## src/rtl/mvm_stream_feeder.sv

```systemverilog
// mvm_stream_feeder: buffers one NxN matrix-vector problem, streams it to the accelerator, collects results
module mvm_stream_feeder #(
    parameter int N = 3,
    parameter int IW = 8,
    parameter int OW = 16,
    localparam int TOTAL = N*N+2*N,
    localparam int AW = $clog2(TOTAL),
    localparam int RW = $clog2(N),
    localparam int CW = $clog2(N+1)
) (
    input  logic          clk,
    input  logic          reset,
    input  logic          cfg_we,
    input  logic [AW-1:0] cfg_addr,
    input  logic [IW-1:0] cfg_data,
    input  logic          start,
    output logic          busy,
    output logic          done,
    output logic          out_valid,
    output logic [IW-1:0] out_data,
    input  logic          out_ready,
    input  logic          in_valid,
    input  logic [OW-1:0] in_data,
    output logic          in_ready,
    input  logic          in_ready_en,
    input  logic [RW-1:0] res_addr,
    output logic [OW-1:0] res_data,
    output logic [15:0]   cycle_count
);
    typedef enum logic [1:0] {IDLE, SEND, COLLECT, DONE} state_t;
    localparam logic [AW-1:0] LAST = AW'(TOTAL-1);
    localparam logic [CW-1:0] NC = CW'(N);
    localparam logic [CW-1:0] NM1 = CW'(N-1);
    state_t state, state_next;
    logic [AW-1:0] tx_idx;
    logic [CW-1:0] rx_cnt;
    logic [IW-1:0] buf_q [TOTAL];
    logic [OW-1:0] result [N];
    logic tx_fire, rx_fire, tx_last, rx_full_next;
    assign busy = state == SEND || state == COLLECT;
    assign done = state == DONE;
    assign out_valid = state == SEND;
    assign out_data = buf_q[tx_idx];
    assign in_ready = busy && rx_cnt < NC && in_ready_en;
    assign tx_fire = out_valid && out_ready;
    assign rx_fire = in_valid && in_ready;
    assign tx_last = tx_fire && tx_idx == LAST;
    assign rx_full_next = rx_cnt == NC || (rx_fire && rx_cnt == NM1);
    assign res_data = int'(res_addr) < N ? result[res_addr] : '0;
    always_ff @(posedge clk)
        state <= reset ? IDLE : state_next;
    always_comb begin
        state_next = state;
        unique case (state)
            IDLE:    state_next = start ? SEND : IDLE;
            SEND:    state_next = tx_last ? (rx_full_next ? DONE : COLLECT) : SEND;
            COLLECT: state_next = rx_full_next ? DONE : COLLECT;
            DONE:    state_next = IDLE;
        endcase
    end
    // tx_idx wraps after the final word so it never addresses past the buffer
    always_ff @(posedge clk) begin
        if (reset) begin
            tx_idx <= '0;
            rx_cnt <= '0;
            cycle_count <= '0;
            for (int i = 0; i < N; i++) result[i] <= '0;
        end else if (state == IDLE && start) begin
            tx_idx <= '0;
            rx_cnt <= '0;
            cycle_count <= '0;
        end else begin
            if (tx_fire) tx_idx <= tx_last ? '0 : tx_idx + 1'b1;
            if (rx_fire) begin
                result[rx_cnt] <= in_data;
                rx_cnt <= rx_cnt + 1'b1;
            end
            if (busy && cycle_count != 16'hFFFF) cycle_count <= cycle_count + 1'b1;
        end
    end
    always_ff @(posedge clk)
        if (cfg_we && !busy && int'(cfg_addr) < TOTAL) buf_q[cfg_addr] <= cfg_data;
endmodule

```

## config.mk

```make
export PLATFORM = sky130hd
export DESIGN_NAME = mvm_stream_feeder
export DESIGN_NICKNAME = d
export VERILOG_FILES = /design/src/rtl/mvm_stream_feeder.sv
export SDC_FILE = /design/constraint.sdc
export NUM_CORES = 1
export LEC_CHECK = 0
export CAP_MARGIN = 20
export CORE_MARGIN = 2
export CORE_UTILIZATION = 55
export DETAILED_ROUTE_END_ITERATION = 6
export PLACE_DENSITY = 0.83
export SETUP_SLACK_MARGIN = 0.02
export SLEW_MARGIN = 20
export SYNTH_ARGS = -nofsm -noshare
export SYNTH_HDL_FRONTEND = slang
export SYNTH_SLANG_ARGS = --single-unit
export TNS_END_PERCENT = 10
```

## constraint.sdc

```tcl
create_clock -name clk -period 6.38 [get_ports clk]
set_input_delay 1.914 -clock clk [delete_from_list [all_inputs] [get_ports clk]]
set_output_delay 1.914 -clock clk [all_outputs]
set_load 0.01 [all_outputs]
```

==> results of run 1 <==
## state kept, by name, indices dropped and copies added (netlist names), named ones only
name         count
buf_q          120
cycle_count     16
result          48
rx_cnt           2
state            1
tx_idx           4
## cells in the final DEF, fill, tap and decap left out, types with 5 or more instances in the layout
cell	count
inv_1	9
nand2_1	37
clkdlybuf4s50_1	80
mux2i_1	25
dfxtp_1	27
o22ai_1	9
o211ai_1	10
nand3_1	13
ha_1	12
o21ai_0	33
edfxtp_1	168
nand4_1	6
inv_6	5
and3_1	49
clkbuf_16	17
or3_1	6
a21oi_1	24
nor3_1	7
or4_1	6
buf_4	10
nor2_1	24
mux4_2	24
## worst max-delay path, cell delays in order
cell,delay [ns]
clkdlybuf4s50_1,0.72
buf_4,0.30
mux2i_1,0.11
o21ai_0,0.19
clkdlybuf4s50_1,0.57
## how the worst max path moves through the flow
| stage | endpoint | slack (ns) | cells after the start |
|---|---|---|---|
| 5_1_grt | res_data[12] | 0.56 | 5 |
| 4_1_cts | res_data[13] | 0.62 | 5 |
| 6_report | res_data[13] | 0.65 | 5 |
| 2_1_floorplan | res_data[10] | 1.51 | 6 |
| 3_5_place_dp | res_data[13] | 0.62 | 5 |
| 3_3_place_gp | res_data[14] | 0.73 | 5 |
## stage by stage
| step | util [%] | total power, uW | setup slack [ns] | hold slack, ns | std cells |
|---|---|---|---|---|---|
| 6_report | 66.8 | 2550 | 0.650 | 0.518 | 828 |
| 5_1_grt | 66.8 | 2620 | 0.565 | 0.536 | 828 |
| 4_1_cts | 66.8 | 2560 | 0.618 | 0.513 | 828 |
| 3_5_place_dp | 63.0 | 1590 | 0.618 | 0.504 | 796 |
| 3_3_place_gp | 63.0 | 1580 | 0.728 | 0.479 | 796 |
| 2_1_floorplan | - | 1510 | 1.51 | 0.467 | 553 |
## metal layers
metal / GRT usage, % / wire [microns] / part of all wire (%) / vias to the layer above
met5: 0 / 0 / 0 / -
met4: 10.1 / 407 / 2.4 / 0
li1: - / - / - / 2325
met1: 28.8 / 6910 / 40 / 2511
met2: 38.5 / 9010 / 52 / 211
met3: 4.32 / 986 / 5.7 / 37
## power by group through the flow
stage,Combinational [uW],Clock [uW],Sequential [uW]
6_report,139,991,1420
5_1_grt,150,1040,1420
4_1_cts,139,998,1420
3_5_place_dp,138,0,1450
3_3_place_gp,132,0,1450
2_1_floorplan,63.9,0,1440
## kinds of logic (layout without fill, tap and decap cells)
kind of cell	Yosys count	count (layout)
compound gates	90	90
xor+xnor	2	2
fa+ha+maj	12	12
buf+inv	40	131
flops	196	196
mux	49	49
simple gates	164	164
## cell type report
cell class / instances / area [sq um] / share of cell area (%)
inverters: 9 / 33.8 / 0.349
multi-input cells: 317 / 2380 / 24.6
clock buffers: 17 / 425 / 4.40
clock inverters: 15 / 125 / 1.29
well taps: 184 / 230 / 2.38
flip-flops and latches: 196 / 5610 / 57.9
repair buffers: 90 / 876 / 9.05
==> flow_summary.yaml, run 1 <==
outcome:
  run_status: "completed"
worst_setup_path:
  regToRegSetupSlack_ns: 3.15
  startpoint_type: "primary input"
  startpoint: "res_addr[1]"
  end_kind: "output port"
  critPathKind: "primary input to output port"
  rr_startpoint: "state[0]"
  cp.required_ns: 4.47
  crit_arrival_ns: 3.82
  regToRegEndpoint: "result[1][12]"
  reg2reg_depth: 5
  path_max_fanout: 10
synth:
  syn_nets: 602
  yosys_register_bits: 196
  synth.avg_cell_area_sq_um: 14.7
  synth_edf_count: 168
  yosysTopAreaCell: "edfxtp_1"
  yosysUniqueCellTypes: 38
  yosysWarningCount: 0
  synth_fa_ha_area_share_pct: 1.85
  synthTopCellsByCount: "168 x edfxtp_1, 49 x and3_1, 37 x nand2_1, 33 x o21ai_0, 28 x dfxtp_1"
  synth_compound_area_share_pct: 6.51
  synth_xor_area_share_pct: 0.215
  synthMuxAreaShare_pct: 9.73
  synth_cells: 553
  synth_top_cell_area_share_pct: 62.0
  ys_async_sr_fraction_pct: 0
  synth-seq-area-share_pct: 68.9
  synth_flop_cell: "edfxtp_1"
  synth.most_common_cell: "edfxtp_1"
  synth_top_family_by_area: "simple AND/OR/NAND/NOR gates"
  syn_area_sq_um: 8130
  synthSimpleGateAreaFrac_pct: 10.8
  synth_area_leaders: "edfxtp_1 62%, dfxtp_1 6.9%, mux4_2 6.6%"
clock_network:
  clockBufferDepth: 2
  cts.sinks: 196
  cts_root_buf: "clkbuf_16"
  clkTransAtPathRegs_ns: 0.07
  hold_buffers: 0
  clk_latency_ns: 0.43
  cts_tree: "built"
  cts_buffers: 17
  postCtsSetupBuffers: 0
  ctsHtreeMaxLevel: 4
  cts_resized: 0
power_and_ir_drop:
  switchingPower_uw: 568
  peakVddDrop_mv: 0.192
  p_per_area_nw_per_um2: 264
  p_leak_uw: 0.00334
  intPower_uw: 1980
  swShare_pct: 22.3
  seq_power_share_pct: 55.7
  clock_power_share_pct: 38.8
  p_comb_share_pct: 5.5
job:
  max-cap-violations: 0
final_layout:
  syn2layout_area_growth_pct: 19.0
  nets: 680
  fin_area_sq_um: 9680
  drive_gt1_share_pct: 11.0
  fillCellCount: 939
  antenna_cells: 0
routing:
  totalWireLength_microns: 17300
  first_iter_violations: 469
  dr.pass1.iters: 5
  vias: 5084
  wl_per_cell_microns: 20.9
  drc: 0
  drtAntennaViolNets: 0
  vias_per_cell: 6.14
global_route:
  antenna_found_initial: 0
  grt_pass1_wl_microns: 27400
  grt_max_degree: 28
  grt_pass1_vias: 5125
  track_usage_pct: 22.8
  grt-ovfl-total: 0
timing:
  grt_setup_unrepaired: "false"
  max_slew_margin_pct: 35.8
  timing.fmax_ghz: 0.175
  report.final.slew_viol_count: 0
  tns_ns: 0
  layout_min_cycle_time_ns: 5.73
  fin_skew_ns: 0.0120
  final-setup-viol-count: 0
  worst_pin_slew_ns: 0.959
  finalCritPeriodShare_pct: 89.8
  timing.final.hold_violations: 0
hold_path:
  hold_class: "flip-flop to flip-flop"
  hold_path_end: "rx_cnt[1]"
  hp-start: "rx_cnt[1]"
  hold_depth: 2
placement:
  dpl_cell_area_sq_um: 9120
  gp_congestion: 0.828
  hpwlAfterDp_microns: 11300
  io_buffers: 80
floorplanning:
  rows: 44
  fp.dieH_microns: 126
  ios: 81
  fp.dieW_microns: 126
  dieArea_sq_um: 15800
  core_sq_um: 14500
  initial_core_util_pct: 56.2
No activity file was read; power rests on OpenSTA's default activity.
==> inputs of run 2 (changes only) <==
--- a/config.mk
+++ b/config.mk
@@ -7,9 +7,9 @@
 export LEC_CHECK = 0
 export CAP_MARGIN = 20
 export CORE_MARGIN = 2
-export CORE_UTILIZATION = 55
+export CORE_UTILIZATION = 60
 export DETAILED_ROUTE_END_ITERATION = 6
-export PLACE_DENSITY = 0.83
+export PLACE_DENSITY = 0.89
 export SETUP_SLACK_MARGIN = 0.02
 export SLEW_MARGIN = 20
 export SYNTH_ARGS = -nofsm -noshare
==> run 2 against run 1 <==
  * Clock power barely moved
  * Largest power group unchanged
  * Die area fell by 8.1%
  * First-iteration DRC count is 47% higher
  * Sequential cell count stayed put
  * Critical endpoint unchanged
==> flow_summary.yaml, run 2 (synthesized netlist as in run 1, its figures left out) <==
outcome:
  run_status: "completed"
hold_path:
  hold_class: "flip-flop to flip-flop"
  hold_depth: 2
routing:
  vias_per_cell: 6.33
  dr.pass1.iters: 6
  first_iter_violations: 688
  drtAntennaViolNets: 0
  vias: 5175
  totalWireLength_microns: 17900
  drc: 0
  wl_per_cell_microns: 21.8
worst_setup_path:
  critPathKind: "primary input to output port"
  cp.required_ns: 4.47
  path_max_fanout: 10
  reg2reg_depth: 5
  startpoint_type: "primary input"
  end_kind: "output port"
  crit_arrival_ns: 3.79
power_and_ir_drop:
  swShare_pct: 21.6
  intPower_uw: 2010
  clock_power_share_pct: 39.2
  seq_power_share_pct: 55.4
  p_per_area_nw_per_um2: 266
  switchingPower_uw: 556
  p_comb_share_pct: 5.4
  p_leak_uw: 0.00332
  peakVddDrop_mv: 0.167
timing:
  layout_min_cycle_time_ns: 5.70
  finalCritPeriodShare_pct: 89.4
  grt_setup_unrepaired: "false"
  timing.fmax_ghz: 0.175
  final-setup-viol-count: 0
  timing.final.hold_violations: 0
  tns_ns: 0
  report.final.slew_viol_count: 0
  worst_pin_slew_ns: 0.954
  max_slew_margin_pct: 36.1
  fin_hold_ws_ns: 0.507
  fin_skew_ns: 0.00942
placement:
  io_buffers: 80
  gp_congestion: 0.901
  hpwlAfterDp_microns: 11400
clock_network:
  cts.sinks: 196
  cts_root_buf: "clkbuf_16"
  cts_buffers: 17
  clkTransAtPathRegs_ns: 0.07
  postCtsSetupBuffers: 0
  cts_resized: 0
  cts_tree: "built"
  clk_latency_ns: 0.44
  ctsHtreeMaxLevel: 4
  hold_buffers: 0
  clockBufferDepth: 2
floorplanning:
  ios: 81
  fp.dieH_microns: 120
  dieArea_sq_um: 14500
  core_sq_um: 13200
  fp.dieW_microns: 120
  initial_core_util_pct: 61.4
  rows: 42
final_layout:
  nets: 679
  antenna_cells: 0
  syn2layout_area_growth_pct: 18.9
  drive_gt1_share_pct: 10.9
  fillCellCount: 755
  regMostFlops: "buf_q"
  final_common_cell: "edfxtp_1"
  reg_top3: "buf_q: 120 flops, result: 48 flops, cycle_count: 16 flops"
  largest_register_ff_count: 120
  mostFrequentLayoutCells: "168 x edfxtp_1, 80 x clkdlybuf4s50_1, 49 x and3_1"
global_route:
  grt-ovfl-total: 0
  grt-busiest-layer: "met2"
  use_met1_pct: 32.2
  track_usage_pct: 26.0
  grt_pass1_wl_microns: 27900
  use_met2_pct: 44.8
  grt_use_met3_pct: 5.00
  grt_max_degree: 41
  grt_pass1_vias: 5148
  antenna_found_initial: 0
job:
  max-cap-violations: 0
## run 2: changes by cell type in the layout (fill, tap and decap cells not counted)
cell and delta:
clkinv_1 -2, clkbuf_1 +1, inv_8 -1, inv_6 -2, buf_4 -1, clkinvlp_4 +3, dfxtp_4 +1, clkinv_8 -1
bufinv_16 +1, dfxtp_2 -1
## run 2: cell type report
| type | instances | area, sq um | area share [%] |
|---|---|---|---|
| tap | 176 | 220 | 2.28 |
| clock inverter | 13 | 125 | 1.29 |
| timing repair buffer | 89 | 868 | 8.98 |
| multi-input combinational | 317 | 2380 | 24.6 |
| clock buffer | 18 | 429 | 4.44 |
| sequential | 196 | 5610 | 58.0 |
| inverter | 9 | 33.8 | 0.350 |
## run 2: path summary, 6_finish.rpt
path / start / endpoint / slack (ns)
hold reg to reg: tx_idx[3] / flip-flop / 0.51
setup reg to reg: state[0] / result[1][7] / 3.17
hold / removal: tx_idx[3] / flip-flop / 0.51
setup / recovery: res_addr[1] / res_data[13] / 0.68
## run 2: layer usage
metal | routed length, microns | vias to the layer above
li1 | - | 2317
met1 | 6580 | 2524
met2 | 9560 | 294
met3 | 1300 | 40
met4 | 423 | 0
met5 | 0 | -
## run 2: power groups by stage
stage	clock [uW]	sequential (uW)	combinational (uW)
after CTS	1020	1420	138
after global placement	0	1450	129
final	1010	1420	139
after global routing	1060	1430	149
after floorplan	0	1440	63.9
after detailed placement	0	1450	137
## run 2: critical path, stage by stage
cell and delay, ns:
clkdlybuf4s50_1 0.71, buf_4 0.30, mux2i_1 0.10, o21ai_0 0.19
clkdlybuf4s50_1 0.57
## run 2: through the flow
| stage | setup slack, ns | util (%) | std cells | total power, uW | area (sq um) |
|---|---|---|---|---|---|
| floorplan | 1.51 | - | 553 | 1510 | 8130 |
| global placement | 0.763 | 68.7 | 787 | 1580 | 9100 |
| detailed placement | 0.659 | 68.7 | 787 | 1590 | 9100 |
| CTS | 0.660 | 72.9 | 818 | 2580 | 9660 |
| global route | 0.581 | 73.0 | 818 | 2630 | 9660 |
| finish | 0.676 | 73.0 | 818 | 2570 | 9660 |
